<file path="config.mk">
export PLATFORM = sky130hd
export DESIGN_NAME = peripheral_spram_axi4_master
export DESIGN_NICKNAME = d
export VERILOG_FILES = /design/src/rtl/peripheral_spram_axi4_master.sv
export SDC_FILE = /design/constraint.sdc
export NUM_CORES = 1
export LEC_CHECK = 0
export ABC_AREA = 1
export BUFFER_PORTS_ARGS = -buffer_cell sky130_fd_sc_hd__buf_2
export CAP_MARGIN = 20
export CORE_AREA = 2 2 250 252
export DETAILED_ROUTE_END_ITERATION = 10
export DIE_AREA = 0 0 252 254
export HOLD_SLACK_MARGIN = 0.06
export SLEW_MARGIN = 10
export SYNTH_ARGS = -nofsm -noshare
export SYNTH_HDL_FRONTEND = slang
export SYNTH_SLANG_ARGS = --single-unit
</file>
<file path="constraint.sdc">
create_clock -name clk_i -period 7.25 [get_ports clk_i]
set_input_delay 1.0875 -clock clk_i [delete_from_list [all_inputs] [get_ports clk_i]]
set_output_delay 1.0875 -clock clk_i [all_outputs]
set_load 0.02 [all_outputs]
</file>
<file path="src/rtl/peripheral_spram_axi4_master.sv">
// -----------------------------------------------------------------------------
// peripheral_spram_axi4_master
//
// AXI4 initiator behind a native single-port SRAM request port. Each granted
// native request becomes exactly one single-beat AXI4 transaction, with at
// most one transaction outstanding. Completion of reads and writes is signalled
// by a one-cycle rvalid_o pulse.
//
// Ports:
//   clk_i, rst_i            clock, asynchronous active-high reset
//   req_i/we_i/addr_i/be_i/data_i   native request (held until gnt_o)
//   gnt_o                   request accepted (combinational)
//   rvalid_o/rdata_o/err_o  completion pulse, read data (held), error flag
//   axi_aw_* / axi_w_* / axi_b_*    AXI4 write channels
//   axi_ar_* / axi_r_*              AXI4 read channels
//
// Build option:
//   PERIPHERAL_SPRAM_AXI4_MASTER_ERR_EN  when defined, err_o reports bit 1 of
//   the B/R response captured at each completion; otherwise err_o is 0.
// -----------------------------------------------------------------------------
module peripheral_spram_axi4_master #(
    parameter int AXI_ID_WIDTH   = 10,
    parameter int AXI_ADDR_WIDTH = 64,
    parameter int AXI_DATA_WIDTH = 64,
    parameter int AXI_STRB_WIDTH = 8,
    parameter int AXI_USER_WIDTH = 10,
    parameter int TXN_ID         = 0
) (
    input  logic                      clk_i,
    input  logic                      rst_i,
    input  logic                      req_i,
    input  logic                      we_i,
    input  logic [AXI_ADDR_WIDTH-1:0] addr_i,
    input  logic [AXI_STRB_WIDTH-1:0] be_i,
    input  logic [AXI_DATA_WIDTH-1:0] data_i,
    output logic                      gnt_o,
    output logic                      rvalid_o,
    output logic [AXI_DATA_WIDTH-1:0] rdata_o,
    output logic                      err_o,
    output logic [AXI_ID_WIDTH-1:0]   axi_aw_id,
    output logic [AXI_ADDR_WIDTH-1:0] axi_aw_addr,
    output logic [7:0]                axi_aw_len,
    output logic [2:0]                axi_aw_size,
    output logic [1:0]                axi_aw_burst,
    output logic                      axi_aw_lock,
    output logic [3:0]                axi_aw_cache,
    output logic [2:0]                axi_aw_prot,
    output logic [3:0]                axi_aw_qos,
    output logic [3:0]                axi_aw_region,
    output logic [AXI_USER_WIDTH-1:0] axi_aw_user,
    output logic                      axi_aw_valid,
    input  logic                      axi_aw_ready,
    output logic [AXI_DATA_WIDTH-1:0] axi_w_data,
    output logic [AXI_STRB_WIDTH-1:0] axi_w_strb,
    output logic                      axi_w_last,
    output logic [AXI_USER_WIDTH-1:0] axi_w_user,
    output logic                      axi_w_valid,
    input  logic                      axi_w_ready,
    input  logic [AXI_ID_WIDTH-1:0]   axi_b_id,
    input  logic [1:0]                axi_b_resp,
    input  logic [AXI_USER_WIDTH-1:0] axi_b_user,
    input  logic                      axi_b_valid,
    output logic                      axi_b_ready,
    output logic [AXI_ID_WIDTH-1:0]   axi_ar_id,
    output logic [AXI_ADDR_WIDTH-1:0] axi_ar_addr,
    output logic [7:0]                axi_ar_len,
    output logic [2:0]                axi_ar_size,
    output logic [1:0]                axi_ar_burst,
    output logic                      axi_ar_lock,
    output logic [3:0]                axi_ar_cache,
    output logic [2:0]                axi_ar_prot,
    output logic [3:0]                axi_ar_qos,
    output logic [3:0]                axi_ar_region,
    output logic [AXI_USER_WIDTH-1:0] axi_ar_user,
    output logic                      axi_ar_valid,
    input  logic                      axi_ar_ready,
    input  logic [AXI_ID_WIDTH-1:0]   axi_r_id,
    input  logic [AXI_DATA_WIDTH-1:0] axi_r_data,
    input  logic [1:0]                axi_r_resp,
    input  logic                      axi_r_last,
    input  logic [AXI_USER_WIDTH-1:0] axi_r_user,
    input  logic                      axi_r_valid,
    output logic                      axi_r_ready
);

    localparam logic [2:0] AXI_SIZE = 3'($clog2(AXI_DATA_WIDTH / 8));

    typedef enum logic [2:0] {
        ST_IDLE    = 3'd0,
        ST_WR_REQ  = 3'd1,
        ST_WR_RESP = 3'd2,
        ST_RD_REQ  = 3'd3,
        ST_RD_RESP = 3'd4
    } state_t;

    state_t                    r_state;
    logic                      r_aw_valid;
    logic                      r_w_valid;
    logic                      r_aw_done;
    logic                      r_w_done;
    logic                      r_b_ready;
    logic                      r_ar_valid;
    logic                      r_r_ready;
    logic                      r_rvalid;
    logic [AXI_ADDR_WIDTH-1:0] r_addr;
    logic [AXI_STRB_WIDTH-1:0] r_be;
    logic [AXI_DATA_WIDTH-1:0] r_wdata;
    logic [AXI_DATA_WIDTH-1:0] r_rdata;

    logic w_aw_hs;
    logic w_w_hs;
    logic w_b_hs;
    logic w_r_hs;
    logic w_aw_fin;
    logic w_w_fin;

    assign w_aw_hs  = r_aw_valid && axi_aw_ready;
    assign w_w_hs   = r_w_valid && axi_w_ready;
    assign w_b_hs   = r_b_ready && axi_b_valid;
    assign w_r_hs   = r_r_ready && axi_r_valid;
    // A channel counts as finished if it completed earlier or completes now.
    assign w_aw_fin = r_aw_done || w_aw_hs;
    assign w_w_fin  = r_w_done || w_w_hs;

    // Reset is folded in so gnt_o reads 0 while reset is held.
    assign gnt_o    = req_i && (r_state == ST_IDLE) && !rst_i;
    assign rvalid_o = r_rvalid;
    assign rdata_o  = r_rdata;

    assign axi_aw_id     = AXI_ID_WIDTH'(TXN_ID);
    assign axi_aw_addr   = r_addr;
    assign axi_aw_len    = 8'd0;
    assign axi_aw_size   = AXI_SIZE;
    assign axi_aw_burst  = 2'b01;
    assign axi_aw_lock   = 1'b0;
    assign axi_aw_cache  = 4'b0011;
    assign axi_aw_prot   = 3'b000;
    assign axi_aw_qos    = 4'b0000;
    assign axi_aw_region = 4'b0000;
    assign axi_aw_user   = {AXI_USER_WIDTH{1'b0}};
    assign axi_aw_valid  = r_aw_valid;
    assign axi_w_data    = r_wdata;
    assign axi_w_strb    = r_be;
    assign axi_w_last    = 1'b1;
    assign axi_w_user    = {AXI_USER_WIDTH{1'b0}};
    assign axi_w_valid   = r_w_valid;
    assign axi_b_ready   = r_b_ready;
    assign axi_ar_id     = AXI_ID_WIDTH'(TXN_ID);
    assign axi_ar_addr   = r_addr;
    assign axi_ar_len    = 8'd0;
    assign axi_ar_size   = AXI_SIZE;
    assign axi_ar_burst  = 2'b01;
    assign axi_ar_lock   = 1'b0;
    assign axi_ar_cache  = 4'b0011;
    assign axi_ar_prot   = 3'b000;
    assign axi_ar_qos    = 4'b0000;
    assign axi_ar_region = 4'b0000;
    assign axi_ar_user   = {AXI_USER_WIDTH{1'b0}};
    assign axi_ar_valid  = r_ar_valid;
    assign axi_r_ready   = r_r_ready;

    // Single-beat response side-band fields carry nothing this initiator needs.
    logic w_unused_sideband;
    assign w_unused_sideband = ^{axi_b_id, axi_b_user, axi_r_id, axi_r_last, axi_r_user};

    // Transaction FSM: request latch, AXI valids/readies and completion pulse.
    always_ff @(posedge clk_i or posedge rst_i) begin
        if (rst_i) begin
            r_state    <= ST_IDLE;
            r_aw_valid <= 1'b0;
            r_w_valid  <= 1'b0;
            r_aw_done  <= 1'b0;
            r_w_done   <= 1'b0;
            r_b_ready  <= 1'b0;
            r_ar_valid <= 1'b0;
            r_r_ready  <= 1'b0;
            r_rvalid   <= 1'b0;
            r_addr     <= {AXI_ADDR_WIDTH{1'b0}};
            r_be       <= {AXI_STRB_WIDTH{1'b0}};
            r_wdata    <= {AXI_DATA_WIDTH{1'b0}};
            r_rdata    <= {AXI_DATA_WIDTH{1'b0}};
        end else begin
            r_rvalid <= 1'b0;
            case (r_state)
                ST_IDLE: begin
                    if (req_i) begin
                        r_addr    <= addr_i;
                        r_be      <= be_i;
                        r_wdata   <= data_i;
                        r_aw_done <= 1'b0;
                        r_w_done  <= 1'b0;
                        if (we_i) begin
                            r_aw_valid <= 1'b1;
                            r_w_valid  <= 1'b1;
                            r_state    <= ST_WR_REQ;
                        end else begin
                            r_ar_valid <= 1'b1;
                            r_state    <= ST_RD_REQ;
                        end
                    end
                end
                ST_WR_REQ: begin
                    // AW and W retire independently, in either order.
                    if (w_aw_hs) begin
                        r_aw_valid <= 1'b0;
                        r_aw_done  <= 1'b1;
                    end
                    if (w_w_hs) begin
                        r_w_valid <= 1'b0;
                        r_w_done  <= 1'b1;
                    end
                    if (w_aw_fin && w_w_fin) begin
                        r_b_ready <= 1'b1;
                        r_state   <= ST_WR_RESP;
                    end
                end
                ST_WR_RESP: begin
                    if (w_b_hs) begin
                        r_b_ready <= 1'b0;
                        r_rvalid  <= 1'b1;
                        r_state   <= ST_IDLE;
                    end
                end
                ST_RD_REQ: begin
                    if (axi_ar_ready) begin
                        r_ar_valid <= 1'b0;
                        r_r_ready  <= 1'b1;
                        r_state    <= ST_RD_RESP;
                    end
                end
                ST_RD_RESP: begin
                    if (w_r_hs) begin
                        r_r_ready <= 1'b0;
                        r_rdata   <= axi_r_data;
                        r_rvalid  <= 1'b1;
                        r_state   <= ST_IDLE;
                    end
                end
                default: begin
                    r_aw_valid <= 1'b0;
                    r_w_valid  <= 1'b0;
                    r_b_ready  <= 1'b0;
                    r_ar_valid <= 1'b0;
                    r_r_ready  <= 1'b0;
                    r_state    <= ST_IDLE;
                end
            endcase
        end
    end

`ifdef PERIPHERAL_SPRAM_AXI4_MASTER_ERR_EN
    logic r_err;

    // Error flag: resp bit 1 (SLVERR/DECERR) of the completing response.
    always_ff @(posedge clk_i or posedge rst_i) begin
        if (rst_i) begin
            r_err <= 1'b0;
        end else if (w_b_hs) begin
            r_err <= axi_b_resp[1];
        end else if (w_r_hs) begin
            r_err <= axi_r_resp[1];
        end else begin
            r_err <= r_err;
        end
    end

    assign err_o = r_err;
`else
    logic w_unused_resp;
    assign w_unused_resp = ^{axi_b_resp, axi_r_resp};
    assign err_o         = 1'b0;
`endif

endmodule

</file>
==> results.md, run 1 <==
- Outcome: finished, final reports clean
- Largest net degree at the start of global routing: 110
- Power share of the clock group: a little over a fifth
- Final hold violation count: 0
- Port-buffer cells: roughly 480
- Routed WL per cell: about 13 µm
- Slew headroom: between 40% and 50%
- Worst-Margin Slew: 886 ps
- Flops & latches, synth: around 210
- PD cells: 484 nW/µm²
- Total GRT Usage: 9.08%
- Net Switching: roughly 2.8 mW
- Cts repair resizes: 0
- DR iter-0 viols: about 350
- Antenna violations before repair: 10
- Critical Path Fanout Max: 50
- Gpl congestion: roughly 0.76
- Dpl cell area: 11800 µm²
- Hold/Removal Path Class: reg2reg
- Cells after synthesis: roughly 1100
- Post-route ant nets: 0
- Area Overhead vs Synth: 32.5%
- CP Launch Type: flop
- Die ar.: 64000 µm²
- Postcts setup bufs: 0
- Grt ovf: 0
- Cts bufs inserted: 26
- CP bufs+invs: 2
- Period utilisation layout: a little over two fifths
- Total power draw: 6.14 mW
- Hold Buf Count CTS: 0
- Post-Route Setup TNS: 0 ps
- Root Buffer: clkbuf_16
- Internal: ~3.3 mW
- Combinational fraction of design power: approximately 45%
- FMAX: approximately 320 MHz
- Boundary Pins: about 640
- Placed cell count: 2274
- Via count: slightly below 8000
- # Max-Cap Violations: 0
- RSZ-0062 raised after global routing: false
- Seq pwr share: about 34%
- Endpoints failing setup: 0
- Minimum hold slack: about 470 ps
- Critical-path cell list: nor2_4 -> nand2_1 -> inv_2 -> nand2_8 -> nor2_1 -> buf_2
- Die X: between 200 and 300 µm
- Clk pin slew, worst setup/hold paths: 60 ps
- Switching share of power: a little under half
- Vias per inst: between 3 and 4
- Worst Skew: around 5.3 ps
- Critical Path RT: a little over 6000 ps
- Row cnt: 91
- Fillers: ~6900
- Sequential cell area fraction in the yosys report: 55.1%
- CTS tree: yes
- Final setup margin: 4100 ps
- First-pass GRT wire length: roughly 45000 µm
- Mean Syn Cell Area: just under 9 µm²
- Routed Wire Length: approximately 30000 µm
- Core area: just over 60000 µm²
- Nets: around 1800
- Non-Filler Instances: approximately 2300
- Final min period: between 3000 and 4000 ps
- Share of cells above drive strength 1: about a third
- CTS Sinks: roughly 210
- Netlist cell types: 21
- Max VDD drop: 192 µV
- Top_reg_cell synth: dfrtp_1
- Die Y: ~250 µm
- Clock latency on the worst-skew pair: between 500 and 600 ps
- Arrival @ worst endpoint: ~2100 ps
- Mapped Area: 9590 µm²
- Longest Clk Path Bufs: 3
- Starting Density: 15.7%
- Vias in the first global route: between 7000 and 8000
- Number of flops mapped to enable cells by yosys: 0
- Leakage: roughly 7.5 nW
- CP max stage cell: dfrtp_1
- Crit end category: output pin
- Design area: about 13000 µm²
- Yosys warnings: 0
- H-tree Lvls: 1
- CP peak stage delay: 470 ps
- Dpl hpwl: between 20000 and 25000 µm
- Crit path max-delay family: simple AND/OR/NAND/NOR gates
- Setup Slack @ Placement: between 3000 and 4000 ps
- Final Core Density: between 20 and 25%
- Max-slew violation count: 0
- Fraction of registers with async set/reset: 100%
- Crit path kind: reg2out
- Post-route DRC: 0
- First-pass DRT Iterations: 5
==> cells by family (layout without fill, tap and decap cells) <==
group                  Yosys count  count (layout)  synth area share [%]
and+or+nand+nor                524             524                  20.8
buffers and inverters          297             611                  20.0
DFF                            211             211                  55.1
other                            2             114                0.0783
AOI/OAI and AO/OA               76              76                  4.07
==> cell usage after synthesis (2+ instances only) <==
master / number / area, µm²
nand2_1: 503 / 1890
dfrtp_1: 211 / 5280
buf_4: 177 / 1330
inv_1: 75 / 282
o21ai_0: 70 / 350
buf_2: 19 / 95.1
buf_6: 14 / 158
nor2_1: 9 / 33.8
nand3_1: 8 / 40.0
clkbuf_1: 7 / 26.3
a21oi_1: 3 / 15.0
inv_2: 3 / 11.3
conb_1: 2 / 7.51
nand4_1: 2 / 12.5
==> power groups by stage <==
stage	Clock, mW	Combinational (mW)	Sequential (mW)
2_1_floorplan	0	1.38	2.74
3_3_place_gp	0	2.79	2.10
3_5_place_dp	0	2.82	2.10
4_1_cts	1.34	2.81	2.10
5_1_grt	1.39	3.06	2.17
6_report	1.28	2.76	2.10
==> worst min-delay path, stage by stage, from the launching register on <==
cell	delay, ps
dfrtp_1	330
nand2_1	50
nand2_1	50
==> layout make-up <==
type	instances	area [µm²]	share of cell area (%)
Sequential cell	211	5280	41.6
Multi-Input combinational cell	710	2820	22.2
Timing Repair Buffer	485	2450	19.3
Tap cell	790	988	7.78
Clock buffer	37	722	5.68
Inverter	78	303	2.38
Clock inverter	11	124	0.975
Antenna cell	4	10.0	0.0788
==> path summary, 6_finish.rpt <==
kind / from / to / slack, ps / depth (start not counted)
worst max register to register: r_state[0] / axi_w_data[11] / 4390 / 8
max in group asynchronous: rst_i / axi_w_data[40] / 5490 / 3
worst max-delay path: r_state[0] / gnt_o / 4100 / 6
worst min-delay path: axi_w_data[21] / axi_w_data[21] / 470 / 2
min in group asynchronous: rst_i / axi_w_data[0] / 640 / 2
worst min register to register: axi_w_data[21] / axi_w_data[21] / 470 / 2
==> metal layers <==
| metal | part of all wire [%] | wire, µm | track usage, % |
|---|---|---|---|
| met5 | 0.19 | 60 | 0 |
| met4 | 2.9 | 879 | 3.01 |
| met3 | 13 | 4060 | 4.32 |
| met2 | 46 | 14200 | 15.1 |
| met1 | 38 | 11600 | 10.2 |
==> cell usage in the layout, fill, tap and decap left out, drive strengths merged <==
| cell | instances |
|---|---|
| nand2 | 504 |
| buf | 485 |
| dfrtp | 211 |
| conb | 110 |
| inv | 78 |
| o21ai | 70 |
| clkbuf | 37 |
| nor2 | 10 |
| nand3 | 8 |
| clkinv | 6 |
| diode | 4 |
| a21oi | 4 |
| clkinvlp | 3 |
| nand4 | 2 |
| bufinv | 2 |
| a2bb2oi | 1 |
| o31ai | 1 |
==> sequential cells by signal, summed over array words and instances (netlist names) <==
signal,cells
axi_b_ready,1
rvalid_o,1
axi_ar_valid,1
axi_ar_addr,64
axi_aw_valid,1
r_w_done,1
r_aw_done,1
axi_w_data,64
axi_w_strb,8
axi_r_ready,1
rdata_o,64
r_state,3
axi_w_valid,1
Note: power is estimated with default switching activity, not from simulation.
==> run 2, diff against run 1 <==
--- a/config.mk
+++ b/config.mk
@@ -5,12 +5,12 @@
 export SDC_FILE = /design/constraint.sdc
 export NUM_CORES = 1
 export LEC_CHECK = 0
-export ABC_AREA = 1
+export ABC_AREA = 0
 export BUFFER_PORTS_ARGS = -buffer_cell sky130_fd_sc_hd__buf_2
 export CAP_MARGIN = 20
-export CORE_AREA = 2 2 250 252
+export CORE_AREA = 2 2 247 249
 export DETAILED_ROUTE_END_ITERATION = 10
-export DIE_AREA = 0 0 252 254
+export DIE_AREA = 0 0 249 251
 export HOLD_SLACK_MARGIN = 0.06
 export SLEW_MARGIN = 10
 export SYNTH_ARGS = -nofsm -noshare
==> constraint.sdc (replaced) <==
create_clock -name clk_i -period 2.7 [get_ports clk_i]
set_input_delay 0.405 -clock clk_i [delete_from_list [all_inputs] [get_ports clk_i]]
set_output_delay 0.405 -clock clk_i [all_outputs]
set_load 0.02 [all_outputs]
==> run 2 against run 1 <==
- design area rose by 4.5%
- synthesized cell count shrank 40%
- global-route usage fell by 1.3 points
- largest power group unchanged
- register-to-register slack worse by 3700 ps
- total power grew to 2.7 times the previous value
- critical path depth shrank 2
==> results.md, run 2 <==
- # Max-Cap Violations: 0
- Share of cells above drive strength 1: between 50% and 60%
- Grt ovf: 0
- Cells after synthesis: between 600 and 700
- Vias in the first global route: 6778
- Core area: roughly 60000 µm²
- Critical Path RT: 2300 ps
- Mapped Area: between 9000 and 10000 µm²
- Combinational fraction of design power: about 46%
- Number of flops mapped to enable cells by yosys: 0
- Routed Wire Length: 25100 µm
- Fillers: between 6000 and 7000
- Root Buffer: clkbuf_16
- Power share of the clock group: 20.0%
- Via count: roughly 6500
- Clk pin slew, worst setup/hold paths: approximately 60 ps
- Endpoints failing setup: 0
- Worst setup endpoint: gnt_o
- Placed cell count: between 1500 and 2000
- R2R cell count: 4
- Max-slew violation count: 0
- Cts bufs inserted: 25
- Crit path kind: reg2out
- Worst Skew: 15.0 ps
- Critical Path Fanout Max: 17
- DR iter-0 viols: 124
- Largest net degree at the start of global routing: approximately 110
- Dpl hpwl: around 19000 µm
- Dpl cell area: 11800 µm²
- Die X: 249 µm
- Total power draw: between 15 and 20 mW
- Outcome: finished, final reports clean
- Die ar.: 62500 µm²
- Seq pwr share: 34.6%
- Longest Clk Path Bufs: 3
- Boundary Pins: 635
- Crit path launch: r_state[1]
- Total GRT Usage: under 10%
- CTS Sinks: 211
- Top_reg_cell synth: dfrtp_1
- Antenna violations before repair: 2
- Clock latency on the worst-skew pair: roughly 540 ps
- Slew headroom: 57.9%
- Area of the multi-input gates: just under 3000 µm²
- Fraction of registers with async set/reset: 100%
- RSZ-0062 raised after global routing: false
- Sequential cell area: 5280 µm²
- Final hold violation count: 0
- Reg2Reg Setup Slack: between 600 and 700 ps
- Final min period: roughly 2400 ps
- Period utilisation layout: around 89%
- CP Launch Type: flop
- Netlist cell types: 23
- Sequential cell area fraction in the yosys report: approximately 57%
- FMAX: 414 MHz
- Top post-synthesis cells by area: dfrtp_1 (57%), buf_4 (15%), mux2_2 (15%)
- Post-route DRC: 0
- Synth top cells by count: dfrtp_1 (211), buf_4 (189), mux2_2 (126)
- Die Y: 251 µm
- Design area: roughly 13000 µm²
- Arrival @ worst endpoint: 2010 ps
- Area Overhead vs Synth: 42.6%
- Yosys warnings: 0
- Flops & latches, synth: 211
- Non-Filler Instances: slightly below 2000
- PD cells: 1270 nW/µm²
- Ant diodes: 0
- Row cnt: 90
- Crit end category: output pin
- Nets: around 1400
- Leakage: 6.59 nW
- Switching share of power: a little over two fifths
- Top-count cell post-synth: dfrtp_1
- H-tree Lvls: 1
- Yosys top cell by area: dfrtp_1
- Most frequent cells in the layout: buf_2 (479), dfrtp_1 (211), mux2_2 (126)
- First-pass DRT Iterations: 4
- Routed WL per cell: ~13 µm
- Most common cell after layout, fill and taps aside: buf_2
- Gpl congestion: about 0.81
- Hold/Removal Path Class: in2async
- Yosys top cell area share: 56.7%
- Mean Syn Cell Area: approximately 14 µm²
- Max VDD drop: just over 600 µV
- First-pass GRT wire length: 38400 µm
- Net Switching: ~7.0 mW
- Internal: 9.81 mW
- Port-buffer cells: approximately 480
- Worst-Margin Slew: 632 ps
- CTS tree: yes
- Post-route ant nets: 0
- Vias per inst: between 3 and 4
- R2R Path End: axi_ar_addr[27]
- Cts repair resizes: 0
- Reg2reg start: r_state[1]
- Starting Density: between 10% and 20%
-- run 2: cell types whose count changed after synthesis, moves of 7 or more --
cell / delta
buf_2: -9
buf_4: +12
mux2_2: +126
nand2_1: -493
mux2_1: +74
clkbuf_1: -7
buf_6: -14
o21ai_0: -66
inv_1: -69
-- run 2: power by group through the flow --
stage	registers, mW	clock network [mW]	logic, mW
floorplan	7.60	0	3.72
global placement	5.76	0	7.60
detailed placement	5.84	0	7.68
CTS	5.83	3.51	7.74
global route	6.05	3.66	8.12
finish	5.81	3.36	7.65
-- run 2: per-layer routing --
| layer | vias to the layer above | share of wire, % | track usage [%] |
|---|---|---|---|
| met5 | - | 0 | 0 |
| met4 | 0 | 3.3 | 3.03 |
| met3 | 44 | 9.7 | 2.46 |
| met2 | 410 | 52 | 14.3 |
| met1 | 3093 | 35 | 8.12 |
| li1 | 2950 | - | - |
-- run 2: cells by family (layout without fill, tap and decap cells) --
kind of cell           Yosys count  count (layout)  share of synthesized area, %
buffers and inverters          205             605                          16.0
DFF                            211             211                          56.7
other                            2             110                        0.0807
and+or+nand+nor                 26              26                          1.65
muxes                          200             200                          24.2
AOI/OAI and AO/OA               20              20                          1.30
-- run 2: how the worst min path moves through the flow --
stage / end / slack [ps] / depth (start not counted)
3_5_place_dp: axi_w_data[60] / 470 / 1
5_1_grt: rdata_o[30] / 70 / 2
2_1_floorplan: r_aw_done / 460 / 2
6_report: axi_w_data[2] / 50 / 3
3_3_place_gp: axi_w_data[25] / 460 / 1
4_1_cts: axi_ar_addr[46] / 60 / 2
-- run 2: layout make-up --
class | instances | area share [%]
multi-input cells | 356 | 22.2
repair buffers | 556 | 24.3
clock inverters | 8 | 0.886
clock buffers | 35 | 5.22
flip-flops and latches | 211 | 39.8
well taps | 782 | 7.37
inverters | 6 | 0.198
-- run 2: worst max-delay path, stage by stage (launching register included) --
cell and delay, ps:
dfrtp_1 550, nor4b_4 370, buf_12 220, and2_1 150, buf_2 160
-- run 2: per-stage QoR --
stage	TNS (ps)	worst slack [ps]	hold WS, ps	utilization [%]
detailed placement	0	665	471	19.7
CTS	0	224	60.2	22.2
global route	0	133	65.7	22.2
finish	0	284	53.2	22.2
global placement	0	718	462	19.7
floorplan	-97330	-1760	463	-
-- run 2: timing repair --
item | 4_1_cts | 5_1_grt
hold buffers | 70 | 0
endpoints found under the hold margin | 70 | 0
buffers inserted | 0 | 0
